==> config.mk <==
export PLATFORM = sky130hd
export DESIGN_NAME = alu_issue
export DESIGN_NICKNAME = d
export VERILOG_FILES = /design/src/rtl/alu_pkg.sv /design/src/rtl/alu_op_decode.sv /design/src/rtl/alu_issue.sv
export SDC_FILE = /design/constraint.sdc
export NUM_CORES = 1
export LEC_CHECK = 0
export ABC_AREA = 1
export CORE_UTILIZATION = 50
export CTS_CLUSTER_SIZE = 30
export DETAILED_ROUTE_END_ITERATION = 12
export GPL_ROUTABILITY_DRIVEN = 0
export PLACE_DENSITY = 0.86
export SLEW_MARGIN = 20
export SYNTH_ARGS = -nofsm -noshare
export SYNTH_HDL_FRONTEND = slang
export SYNTH_SLANG_ARGS = --single-unit
==> constraint.sdc <==
create_clock -name clk -period 1.56 [get_ports clk]
set_input_delay 0.234 -clock clk [delete_from_list [all_inputs] [get_ports clk]]
set_output_delay 0.234 -clock clk [all_outputs]
set_load 0.03 [all_outputs]
==> src/rtl/alu_pkg.sv <==
// Shared ALU definitions: op codes driven into yAlu, ALUOp/funct encodings
// produced by the decoder, and the entry/occupancy types of the issue stage.
package alu_pkg;

   localparam int ALU_WIDTH = 32;

   localparam logic [2:0] ALU_AND = 3'b000;
   localparam logic [2:0] ALU_OR  = 3'b001;
   localparam logic [2:0] ALU_ADD = 3'b010;
   localparam logic [2:0] ALU_SUB = 3'b110;
   localparam logic [2:0] ALU_SLT = 3'b111;

   localparam logic [1:0] ALUOP_MEM    = 2'b00;
   localparam logic [1:0] ALUOP_BRANCH = 2'b01;
   localparam logic [1:0] ALUOP_RTYPE  = 2'b10;
   localparam logic [1:0] ALUOP_RSVD   = 2'b11;

   localparam logic [5:0] FUNCT_ADD = 6'b100000;
   localparam logic [5:0] FUNCT_SUB = 6'b100010;
   localparam logic [5:0] FUNCT_AND = 6'b100100;
   localparam logic [5:0] FUNCT_OR  = 6'b100101;
   localparam logic [5:0] FUNCT_SLT = 6'b101010;

   // Decoded control carried alongside the operands of each entry
   typedef struct packed {
      logic [2:0] op;
      logic       illegal;
   } alu_ctrl_t;

   // Full entry as seen by a default-width ALU consumer
   typedef struct packed {
      logic [ALU_WIDTH-1:0] a;
      logic [ALU_WIDTH-1:0] b;
      logic [2:0]           op;
      logic                 illegal;
   } alu_entry_t;

   typedef enum logic [1:0] {
      OCC_EMPTY,
      OCC_PARTIAL,
      OCC_FULL
   } occ_state_e;

endpackage

==> src/rtl/alu_op_decode.sv <==
// Combinational ALUOp/funct to ALU operation decoder. Unsupported encodings
// fall back to AND and raise the illegal flag; the entry is still issued.
module alu_op_decode
   import alu_pkg::*;
(
   input  logic [1:0] aluop,
   input  logic [5:0] funct,
   output alu_ctrl_t  ctrl
);

   // Map the ALUOp class (and funct for R-type) onto the 3-bit ALU op
   always_comb begin
      ctrl.op      = ALU_AND;
      ctrl.illegal = 1'b0;
      case (aluop)
         ALUOP_MEM:    ctrl.op = ALU_ADD;
         ALUOP_BRANCH: ctrl.op = ALU_SUB;
         ALUOP_RTYPE: begin
            case (funct)
               FUNCT_ADD: ctrl.op = ALU_ADD;
               FUNCT_SUB: ctrl.op = ALU_SUB;
               FUNCT_AND: ctrl.op = ALU_AND;
               FUNCT_OR:  ctrl.op = ALU_OR;
               FUNCT_SLT: ctrl.op = ALU_SLT;
               default:   ctrl.illegal = 1'b1;
            endcase
         end
         default: ctrl.illegal = 1'b1;
      endcase
   end

endmodule

==> src/rtl/alu_issue.sv <==
// Operand-issue stage in front of yAlu: decodes the ALU op, selects operand B
// and buffers entries in a small circular FIFO whose head drives the ALU.
// Optional feature macro: ALU_ISSUE_STATS_EN adds the issue_cnt pop counter.
module alu_issue
   import alu_pkg::*;
#(
   parameter int WIDTH = ALU_WIDTH,
   parameter int DEPTH = 2
)(
   input  logic             clk,
   input  logic             rst_n,
   input  logic             in_valid,
   output logic             in_ready,
   input  logic [1:0]       in_aluop,
   input  logic [5:0]       in_funct,
   input  logic [WIDTH-1:0] in_rs_val,
   input  logic [WIDTH-1:0] in_rt_val,
   input  logic [15:0]      in_imm,
   input  logic             in_alusrc,
   output logic             out_valid,
   input  logic             out_ready,
   output logic [WIDTH-1:0] out_a,
   output logic [WIDTH-1:0] out_b,
   output logic [2:0]       out_op,
   output logic             out_illegal
`ifdef ALU_ISSUE_STATS_EN
   ,
   output logic [31:0]      issue_cnt
`endif
);

   localparam int PW = (DEPTH > 1) ? $clog2(DEPTH) : 1;
   localparam int CW = $clog2(DEPTH + 1);

   typedef struct packed {
      logic [WIDTH-1:0] a;
      logic [WIDTH-1:0] b;
      alu_ctrl_t        ctrl;
   } entry_t;

   entry_t        mem [DEPTH];
   entry_t        new_entry;
   entry_t        head;
   alu_ctrl_t     dec_ctrl;
   occ_state_e    occ;
   logic [PW-1:0] wr_ptr;
   logic [PW-1:0] rd_ptr;
   logic [CW-1:0] count;
   logic          push;
   logic          pop;

   function automatic logic [PW-1:0] next_ptr(input logic [PW-1:0] p);
      return (p == PW'(DEPTH - 1)) ? '0 : p + PW'(1);
   endfunction

   alu_op_decode u_decode (
      .aluop (in_aluop),
      .funct (in_funct),
      .ctrl  (dec_ctrl)
   );

   // Assemble the entry to store: operand A is rs, B is rt or the sign-extended immediate
   always_comb begin
      new_entry.a    = in_rs_val;
      new_entry.b    = in_alusrc ? WIDTH'($signed(in_imm)) : in_rt_val;
      new_entry.ctrl = dec_ctrl;
   end

   // Classify occupancy from the registered count so in_ready never sees out_ready
   always_comb begin
      if (count == '0)
         occ = OCC_EMPTY;
      else if (count == CW'(DEPTH))
         occ = OCC_FULL;
      else
         occ = OCC_PARTIAL;
   end

   assign in_ready  = (occ != OCC_FULL);
   assign out_valid = (occ != OCC_EMPTY);
   assign push      = in_valid && in_ready;
   assign pop       = out_valid && out_ready;

   // FIFO storage, pointers and occupancy; reset discards every buffered entry
   always_ff @(posedge clk or negedge rst_n) begin
      if (!rst_n) begin
         for (int i = 0; i < DEPTH; i++)
            mem[i] <= '0;
         wr_ptr <= '0;
         rd_ptr <= '0;
         count  <= '0;
      end else begin
         if (push) begin
            mem[wr_ptr] <= new_entry;
            wr_ptr      <= next_ptr(wr_ptr);
         end
         if (pop)
            rd_ptr <= next_ptr(rd_ptr);
         if (push && !pop)
            count <= count + CW'(1);
         else if (pop && !push)
            count <= count - CW'(1);
      end
   end

   assign head        = mem[rd_ptr];
   assign out_a       = head.a;
   assign out_b       = head.b;
   assign out_op      = head.ctrl.op;
   assign out_illegal = head.ctrl.illegal;

`ifdef ALU_ISSUE_STATS_EN
   // Count every entry handed to the ALU; wraps naturally at 32 bits
   always_ff @(posedge clk or negedge rst_n) begin
      if (!rst_n)
         issue_cnt <= '0;
      else if (pop)
         issue_cnt <= issue_cnt + 32'd1;
   end
`endif

endmodule

==> impl_metrics.json, run 1 <==
{
  "status": "finished with violations",
  "violations": "setup timing",
  "port_buffers": 162,
  "core_sq_um": 12800,
  "die_width_um": 118,
  "cts_max_level": 4,
  "clk_root_buffer_cell": "clkbuf_16",
  "hold_class": "in2async",
  "yosysMostFrequentCell": "nand2_1",
  "synth_edf_count": 0,
  "path_cells": "buf_8 -> clkbuf_16 -> o21ai_4 -> buf_6",
  "via_per_inst": 5.18,
  "cp_data_arrival_time_ps": 1590,
  "path_clk_slew_ps": 50,
  "cp_max_fo": 6,
  "finalPower_mw": 23.7,
  "power.leakage_nw": 5.09,
  "critPathRequiredTime_ps": 1330,
  "gr-total-overflow": 0,
  "syn-num-nets": 955,
  "grtUsageMet2": 0.414,
  "maxSlewHeadroom": 0.717,
  "powerDensity_nw_per_um2": 2360,
  "drv_cap": 0,
  "p_comb_frac": 0.565,
  "antenna_found_initial": 0,
  "fin_skew_ps": 8.47,
  "final_area_sq_um": 10000,
  "floorplan.rows": 41,
  "fin_nets": 1136,
  "synth_cell_types": 22,
  "synth_area_leaders": "dfrtp_1 (52%), nand2_1 (21%), o21ai_0 (6.1%)",
  "die_h_um": 118,
  "hpwl_um": 11000,
  "rsz0062_at_grt": "yes",
  "yosys.area.top_type": "dfrtp_1",
  "grt_start_max_net_pins": 51,
  "setup_slack_ps": -264,
  "critPathLaunchType": "register",
  "critPathSlowestCell": "dfrtp_4",
  "use_met3": 0.0557,
  "grt_usage": 0.246,
  "maxSlewViolCount": 0,
  "cp-end-kind": "primary output",
  "synthFlopType": "dfrtp_1",
  "setup_viol": 68,
  "p_int_mw": 13.5,
  "vias": 6340,
  "drt-initial-drc-count": 485,
  "slowest_delay_ps": 500,
  "clock_latency_ps": 420,
  "avgRoutedWirePerCell_um": 15.6,
  "syn_avg_cell_area_sq_um": 7.78,
  "multiInputGateArea_sq_um": 2900,
  "n_antenna_cell": 0,
  "clk_path_buf_depth": 2,
  "cts_buffers": 17,
  "postSynth.asyncResetShare": 1.00,
  "drc": 0,
  "dieArea_sq_um": 13900,
  "worst_pin_slew_ps": 419,
  "seq_area_sq_um": 3510,
  "firstDrtPassIters": 5,
  "clock.fmax_ghz": 0.548,
  "hold_viol": 0,
  "top_usage_layer": "met2",
  "seqPwrFrac": 0.266,
  "critPathTopFamily": "flip-flops",
  "start_util": 0.522,
  "synth_top_area_frac": 0.523,
  "post-route-period-util": 1.17,
  "routed_wl_um": 19100,
  "synth_cells": 861,
  "syn_area_sq_um": 6700,
  "ant_nets": 0,
  "switching_share": 0.431,
  "grt_pass1_wl_um": 27100,
  "worst-path-buf-inv": 3,
  "nFillCells": 781,
  "yosysWarningCount": 0,
  "grt_pass1_vias": 5772,
  "p_switching_mw": 10.2,
  "cts_tree": "done",
  "clkSinkCount": 140,
  "ys_seq_area_frac": 0.523,
  "max-vdd-ir-drop_uv": 1310,
  "grtUsageMet1": 0.312,
  "pwr-share-clk": 0.169,
  "placed_area_sq_um": 8490,
  "drive_above_1_share": 0.264,
  "synthTopCellsByCount": "nand2_1 (371), dfrtp_1 (140), inv_1 (105), o21ai_0 (81), o21ai_1 (59)",
  "area_growth_pct": 49.9,
  "fin_crit_ps": 1820,
  "ys_ff_latch": 140,
  "ios": 163,
  "path_class": "reg2out"
}
-- final timing paths --
kind / from / to / slack [ps] / cells past startpoint
worst min register to register: mem[71] / mem[71] / 480 / 2
worst max-delay path: rd_ptr / out_b[12] / -260 / 4
max in group asynchronous: rst_n / mem[100] / 710 / 3
min in group clk: in_rs_val[1] / mem[37] / 390 / 3
worst min-delay path: rst_n / mem[109] / 310 / 2
worst max register to register: count[0] / mem[4] / 50 / 10
-- placed cells by master, fill, tap and decap left out, types with 3 or more instances in the layout --
cell,n
buf_12,16
buf_4,23
buf_6,66
buf_8,4
bufinv_16,3
clkbuf_16,23
clkdlybuf4s50_1,91
clkinv_2,4
dfrtp_1,139
inv_1,105
inv_2,4
nand2_1,304
nand2_2,64
nand2_4,7
nand3_1,8
nor2_1,9
o21ai_0,48
o21ai_1,61
o21ai_2,39
o21ai_4,16
-- timing repair --
item | in CTS | in global routing
gates cloned | 0 | 11
setup buffers | 0 | 6
gates resized for setup | 58 | 159
setup endpoints to repair | 70 | 76
endpoints found under the hold margin | 33 | 0
hold buffers | 1 | 0
pin swaps | 0 | 29
-- flip-flops by register name (all words and copies together) (netlist names) --
name and cells:
wr_ptr 1, rd_ptr 1, count 2, mem 136
-- routing by layer --
metal / vias up / share of wire
met5: - / 0
met4: 0 / 0.025
met3: 48 / 0.059
met2: 280 / 0.52
met1: 3015 / 0.39
li1: 2997 / -
-- logic make-up (layout without fill, tap and decap cells) --
| group | after synthesis | after routing | synth area share |
|---|---|---|---|
| compound gates | 165 | 165 | 0.137 |
| buf+inv | 158 | 349 | 0.108 |
| fa+ha+maj | 1 | 1 | 0.00187 |
| flops | 140 | 140 | 0.523 |
| xor+xnor | 3 | 3 | 0.00392 |
| simple gates | 394 | 394 | 0.227 |
-- per-stage QoR --
stage | hold slack [ps] | setup slack [ps] | std cells | TNS [ps] | utilization
3_3_place_gp | 166 | -30.8 | 1177 | -193 | 0.662
5_1_grt | 326 | -309 | 1224 | -19000 | 0.783
3_5_place_dp | 166 | -94.4 | 1177 | -1660 | 0.662
4_1_cts | 302 | -216 | 1207 | -12750 | 0.719
6_report | 308 | -264 | 1224 | -15910 | 0.783
2_1_floorplan | -61.6 | -91.8 | 861 | -547 | -
-- worst reg2reg max path, stage by stage (launching register included) --
cell	delay, ps
dfrtp_1	390
inv_2	110
nand2_4	70
nand2_4	80
inv_2	50
buf_4	130
nand2_4	130
inv_2	100
buf_12	170
nand2_1	90
nand2_1	70
-- power groups by stage --
stage	Clock, mW	Sequential, mW	Combinational, mW
finish	4.00	6.32	13.4
CTS	4.03	6.16	10.8
detailed placement	0	6.16	10.2
global route	4.21	6.48	14.2
floorplan	0	5.93	6.70
global placement	0	6.11	9.99
-- layout make-up --
| type | count | area share |
|---|---|---|
| flip-flops and latches | 140 | 0.349 |
| well taps | 172 | 0.0214 |
| inverters | 110 | 0.0427 |
| multi-input cells | 563 | 0.289 |
| clock buffers | 21 | 0.0458 |
| repair buffers | 210 | 0.240 |
| clock inverters | 8 | 0.0118 |
Power figures use the tool's default switching activity.
==> inputs of run 2 (changes only) <==
--- a/config.mk
+++ b/config.mk
@@ -9,7 +9,6 @@
 export CORE_UTILIZATION = 50
 export CTS_CLUSTER_SIZE = 30
 export DETAILED_ROUTE_END_ITERATION = 12
-export GPL_ROUTABILITY_DRIVEN = 0
 export PLACE_DENSITY = 0.86
 export SLEW_MARGIN = 20
 export SYNTH_ARGS = -nofsm -noshare
==> constraint.sdc (replaced) <==
create_clock -name clk -period 1.56 [get_ports clk]
set_input_delay 0.234 -clock clk [delete_from_list [all_inputs] [get_ports clk]]
set_output_delay 0.234 -clock clk [all_outputs]
set_load 0.005 [all_outputs]
==> impl_metrics.json, run 2 (synthesis results as in run 1) <==
{
  "via_per_inst": 5.03,
  "cp_max_fo": 8,
  "ios": 163,
  "top_register": "mem",
  "start_util": 0.522,
  "core_sq_um": 12800,
  "gp_congestion": 0.818,
  "max-vdd-ir-drop_uv": 1200,
  "clk_root_buffer_cell": "clkbuf_16",
  "maxSlewViolCount": 0,
  "die_width_um": 118,
  "post-route-period-util": 1.26,
  "die_h_um": 118,
  "power.leakage_nw": 5.15,
  "gr-total-overflow": 0,
  "n_antenna_cell": 0,
  "avgRoutedWirePerCell_um": 15.0,
  "placed_area_sq_um": 8680,
  "violations": "setup timing",
  "largest_register_ffs": 136,
  "grt_pass1_wl_um": 27800,
  "rsz0062_at_grt": "yes",
  "critPathLaunchType": "register",
  "layout_common_cells": "nand2_1 (315), dfrtp_1 (139), inv_1 (105)",
  "place_worst_setup_slack_ps": -197,
  "grt_usage": 0.255,
  "setup_slack_ps": -400,
  "antenna_found_initial": 0,
  "drc": 0,
  "final_area_sq_um": 9740,
  "clkSinkCount": 140,
  "cts_tree": "done",
  "fin_crit_ps": 1960,
  "cp_data_arrival_time_ps": 1730,
  "area_growth_pct": 45.4,
  "maxSlewHeadroom": 0.769,
  "ant_nets": 0,
  "firstDrtPassIters": 5,
  "drt-initial-drc-count": 467,
  "drv_cap": 0,
  "cts_max_level": 4,
  "setup_viol": 68,
  "worst_pin_slew_ps": 342,
  "hold_class": "in2async",
  "grt_start_max_net_pins": 61,
  "status": "finished with violations",
  "top_regs": "mem x136, count x2",
  "clk_path_buf_depth": 2,
  "path_clk_slew_ps": 60,
  "floorplan.rows": 41,
  "cp-end-kind": "primary output",
  "critPathRequiredTime_ps": 1330,
  "powerDensity_nw_per_um2": 2010,
  "hold_viol": 0,
  "drive_above_1_share": 0.254,
  "grt_pass1_vias": 5810,
  "vias": 6302,
  "fin_nets": 1162,
  "hpwl_um": 10900,
  "routed_wl_um": 18700,
  "clock.fmax_ghz": 0.510,
  "final_common_cell": "nand2_1",
  "port_buffers": 162,
  "path_class": "reg2out",
  "clock_latency_ps": 420,
  "cts_buffers": 17,
  "dieArea_sq_um": 13900,
  "fin_skew_ps": 7.00
}
run 2: changes by cell type in the layout (fill, tap and decap cells not counted), sizes merged:
cell and change:
clkdlybuf4s15 +3, clkinvlp +2, clkbuf +26, bufinv -3, inv -1, clkinv +1
buf -5, dlymetal6s2s +4, dlygate4sd2 +1
run 2: layout make-up:
type	instances	area [sq um]
multi-input cells	563	2730
clock inverters	7	40.0
inverters	110	418
repair buffers	236	2350
clock buffers	24	492
flip-flops and latches	140	3510
fillers	877	3080
well taps	172	215
run 2: stage by stage:
step                      TNS (ps)  std cells  hold WS (ps)  power, mW  utilization
after floorplan                  0        861         -61.6       10.3            -
after global placement       -8320       1181           145       14.1        0.677
after detailed placement     -9710       1181           140       14.4        0.677
after CTS                   -20980       1226           255       18.1        0.726
after global routing        -22370       1252           290       20.8        0.760
final                       -19010       1252           258       19.6        0.760
run 2: worst paths after layout:
kind                          startpoint         to  cells past startpoint  slack, ps
min in group clk           in_rs_val[29]    mem[65]                      3        380
max in group asynchronous          rst_n    mem[72]                      3        690
setup reg to reg                count[0]    mem[25]                     10         90
hold / removal                     rst_n    mem[91]                      2        260
hold reg to reg                  mem[61]    mem[61]                      2        480
setup / recovery                  rd_ptr  out_b[19]                      6       -400
run 2: what timing repair did:
item	in CTS	in global routing
gates resized for setup	193	187
setup buffers	13	23
pin swaps	7	20
endpoints found under the setup margin	70	78
hold buffers	1	0
endpoints found under the hold margin	34	0
gates cloned	0	5
run 2: report_power, final:
part,leakage [nW],internal [mW],switching (mW)
logic,3.14,4.71,4.89
registers,1.75,5.32,1.04
clock network,0.262,2.17,1.46
total,5.15,12.2,7.39
run 2: worst max-delay path, cell delays in order (launching register included):
cell and delay (ps):
dfrtp_4 560, buf_12 170, buf_6 110, buf_6 110, buf_6 110, o21ai_2 110
buf_2 130
run 2: metal layers:
metal / GRT usage / vias to the layer above / routed length (um)
met5: 0 / - / 0
met4: 0.0962 / 0 / 477
met3: 0.0693 / 41 / 943
met2: 0.425 / 208 / 9540
met1: 0.315 / 2996 / 7750
li1: - / 3057 / -
==> inputs of run 3 (changes only) <==
==> constraint.sdc (replaced) <==
create_clock -name clk -period 1.56 [get_ports clk]
set_input_delay 0.39 -clock clk [delete_from_list [all_inputs] [get_ports clk]]
set_output_delay 0.39 -clock clk [all_outputs]
set_load 0.005 [all_outputs]
==> impl_metrics.json, run 3 (synthesis results as in run 1) <==
{
  "dieArea_sq_um": 13900,
  "pwr-share-clk": 0.187,
  "slowest_delay_ps": 570,
  "cp-end-kind": "primary output",
  "p_comb_frac": 0.499,
  "multiInputGateArea_sq_um": 2900,
  "clk_path_buf_depth": 2,
  "hold_viol": 0,
  "gr-total-overflow": 0,
  "setup_viol": 69,
  "largest_register_ffs": 136,
  "status": "finished with violations",
  "drt-initial-drc-count": 505,
  "post-route-period-util": 1.32,
  "drive_above_1_share": 0.293,
  "setup_slack_ps": -503,
  "firstDrtPassIters": 5,
  "worst_pin_slew_ps": 390,
  "grt_start_max_net_pins": 45,
  "worst-path-buf-inv": 4,
  "final_cells": 1259,
  "critPathLaunchType": "register",
  "rsz0062_at_grt": "yes",
  "avgRoutedWirePerCell_um": 16.5,
  "vias": 6520,
  "cts_max_level": 4,
  "critPathTopFamily": "flip-flops",
  "clock.fmax_ghz": 0.485,
  "path_clk_slew_ps": 50,
  "core_sq_um": 12800,
  "via_per_inst": 5.18,
  "maxSlewViolCount": 0,
  "fin_skew_ps": 5.43,
  "nFillCells": 802,
  "cts_tree": "done",
  "violations": "setup timing",
  "die_h_um": 118,
  "switching_share": 0.389,
  "placed_area_sq_um": 8740,
  "drc": 0,
  "clkSinkCount": 140,
  "max-vdd-ir-drop_uv": 1070,
  "gp_congestion": 0.794,
  "drv_cap": 0,
  "ios": 163,
  "critPathRequiredTime_ps": 1170,
  "placed_cells": 1186,
  "clock_latency_ps": 420,
  "layout_common_cells": "nand2_1 (290), dfrtp_1 (139), inv_1 (105)",
  "path_class": "reg2out",
  "grt_usage": 0.294,
  "cp_max_fo": 7,
  "grt_pass1_wl_um": 32000,
  "fin_crit_ps": 2060,
  "ant_nets": 0,
  "clk_root_buffer_cell": "clkbuf_16",
  "setup_tns_ps": -26900,
  "antenna_found_initial": 0,
  "top_regs": "mem x136, count x2",
  "start_util": 0.522,
  "floorplan.rows": 41,
  "routed_wl_um": 20800,
  "final_common_cell": "nand2_1",
  "critPathSlowestCell": "dfrtp_4",
  "top_register": "mem",
  "place_worst_setup_slack_ps": -308,
  "p_switching_mw": 8.08,
  "p_int_mw": 12.7,
  "final_area_sq_um": 10000,
  "cp_data_arrival_time_ps": 1670,
  "path_cells": "buf_12 -> buf_16 -> buf_6 -> nand2_2 -> nand2_1 -> buf_2",
  "timing.hold.ws_ps": 461,
  "fin_nets": 1169,
  "cts_buffers": 17,
  "port_buffers": 162,
  "hpwl_um": 11200,
  "powerDensity_nw_per_um2": 2070,
  "maxSlewHeadroom": 0.740,
  "power.leakage_nw": 5.31,
  "n_antenna_cell": 0,
  "area_growth_pct": 49.7,
  "die_width_um": 118,
  "hold_class": "in2async",
  "seq_area_sq_um": 3510,
  "seqPwrFrac": 0.314,
  "grt_pass1_vias": 6474
}
run 3: cell count changes in the layout (fill, tap and decap cells not counted), sizes merged:
cell	previous run	this run
clkdlybuf4s15	4	0
inv	109	110
bufinv	0	1
clkinv	6	5
dlygate4sd2	1	0
buf	106	142
clkinvlp	2	1
clkbuf	53	33
dlymetal6s2s	4	0
run 3: path summary, 6_finish.rpt:
path / startpoint / endpoint / slack, ps / cells after the start
min in group clk: mem[54] / mem[54] / 480 / 2
max in group asynchronous: rst_n / mem[113] / 560 / 3
worst min register to register: mem[54] / mem[54] / 480 / 2
worst min-delay path: rst_n / mem[91] / 460 / 2
worst max-delay path: rd_ptr / out_a[12] / -500 / 6
worst max register to register: count[0] / count[1] / 60 / 8
run 3: timing repair:
item / CTS / global route
setup buffers: 28 / 11
hold endpoints to repair: 33 / 0
gates resized for setup: 312 / 176
endpoints found under the setup margin: 70 / 71
pin swaps: 5 / 33
hold buffers: 1 / 0
cloned: 7 / 3
run 3: worst register-to-register path, cell delays in order, from the launching register on:
cell	delay, ps
dfrtp_1	370
inv_2	70
buf_6	120
nand2_4	70
nand2_1	80
ha_1	320
a21oi_2	110
o21ai_1	90
xor2_1	150
run 3: routing by layer:
| metal | global-route usage | share of wire | vias up |
|---|---|---|---|
| li1 | - | - | 3075 |
| met1 | 0.358 | 0.40 | 3142 |
| met2 | 0.513 | 0.52 | 253 |
| met3 | 0.0557 | 0.051 | 50 |
| met4 | 0.116 | 0.029 | 0 |
| met5 | 0 | 0 | - |
run 3: area by class of cell:
class | count | area share
clock buffers | 24 | 0.0500
clock inverters | 7 | 0.00624
inverters | 110 | 0.0417
multi-input cells | 563 | 0.289
flip-flops and latches | 140 | 0.350
well taps | 172 | 0.0215
repair buffers | 243 | 0.242
run 3: per-stage QoR:
stage | power, mW | util
2_1_floorplan | 10.3 | -
6_report | 20.8 | 0.782
4_1_cts | 19.3 | 0.756
3_5_place_dp | 14.4 | 0.682
5_1_grt | 22.0 | 0.782
3_3_place_gp | 14.1 | 0.682
run 3: power by group through the flow:
stage          sequential, mW  clock (mW)  combinational, mW
5_1_grt                  6.69        4.07               11.2
3_3_place_gp             6.13           0               8.01
6_report                 6.53        3.88               10.4
2_1_floorplan            5.93           0               4.34
4_1_cts                  6.26        3.85               9.15
3_5_place_dp             6.19           0               8.21
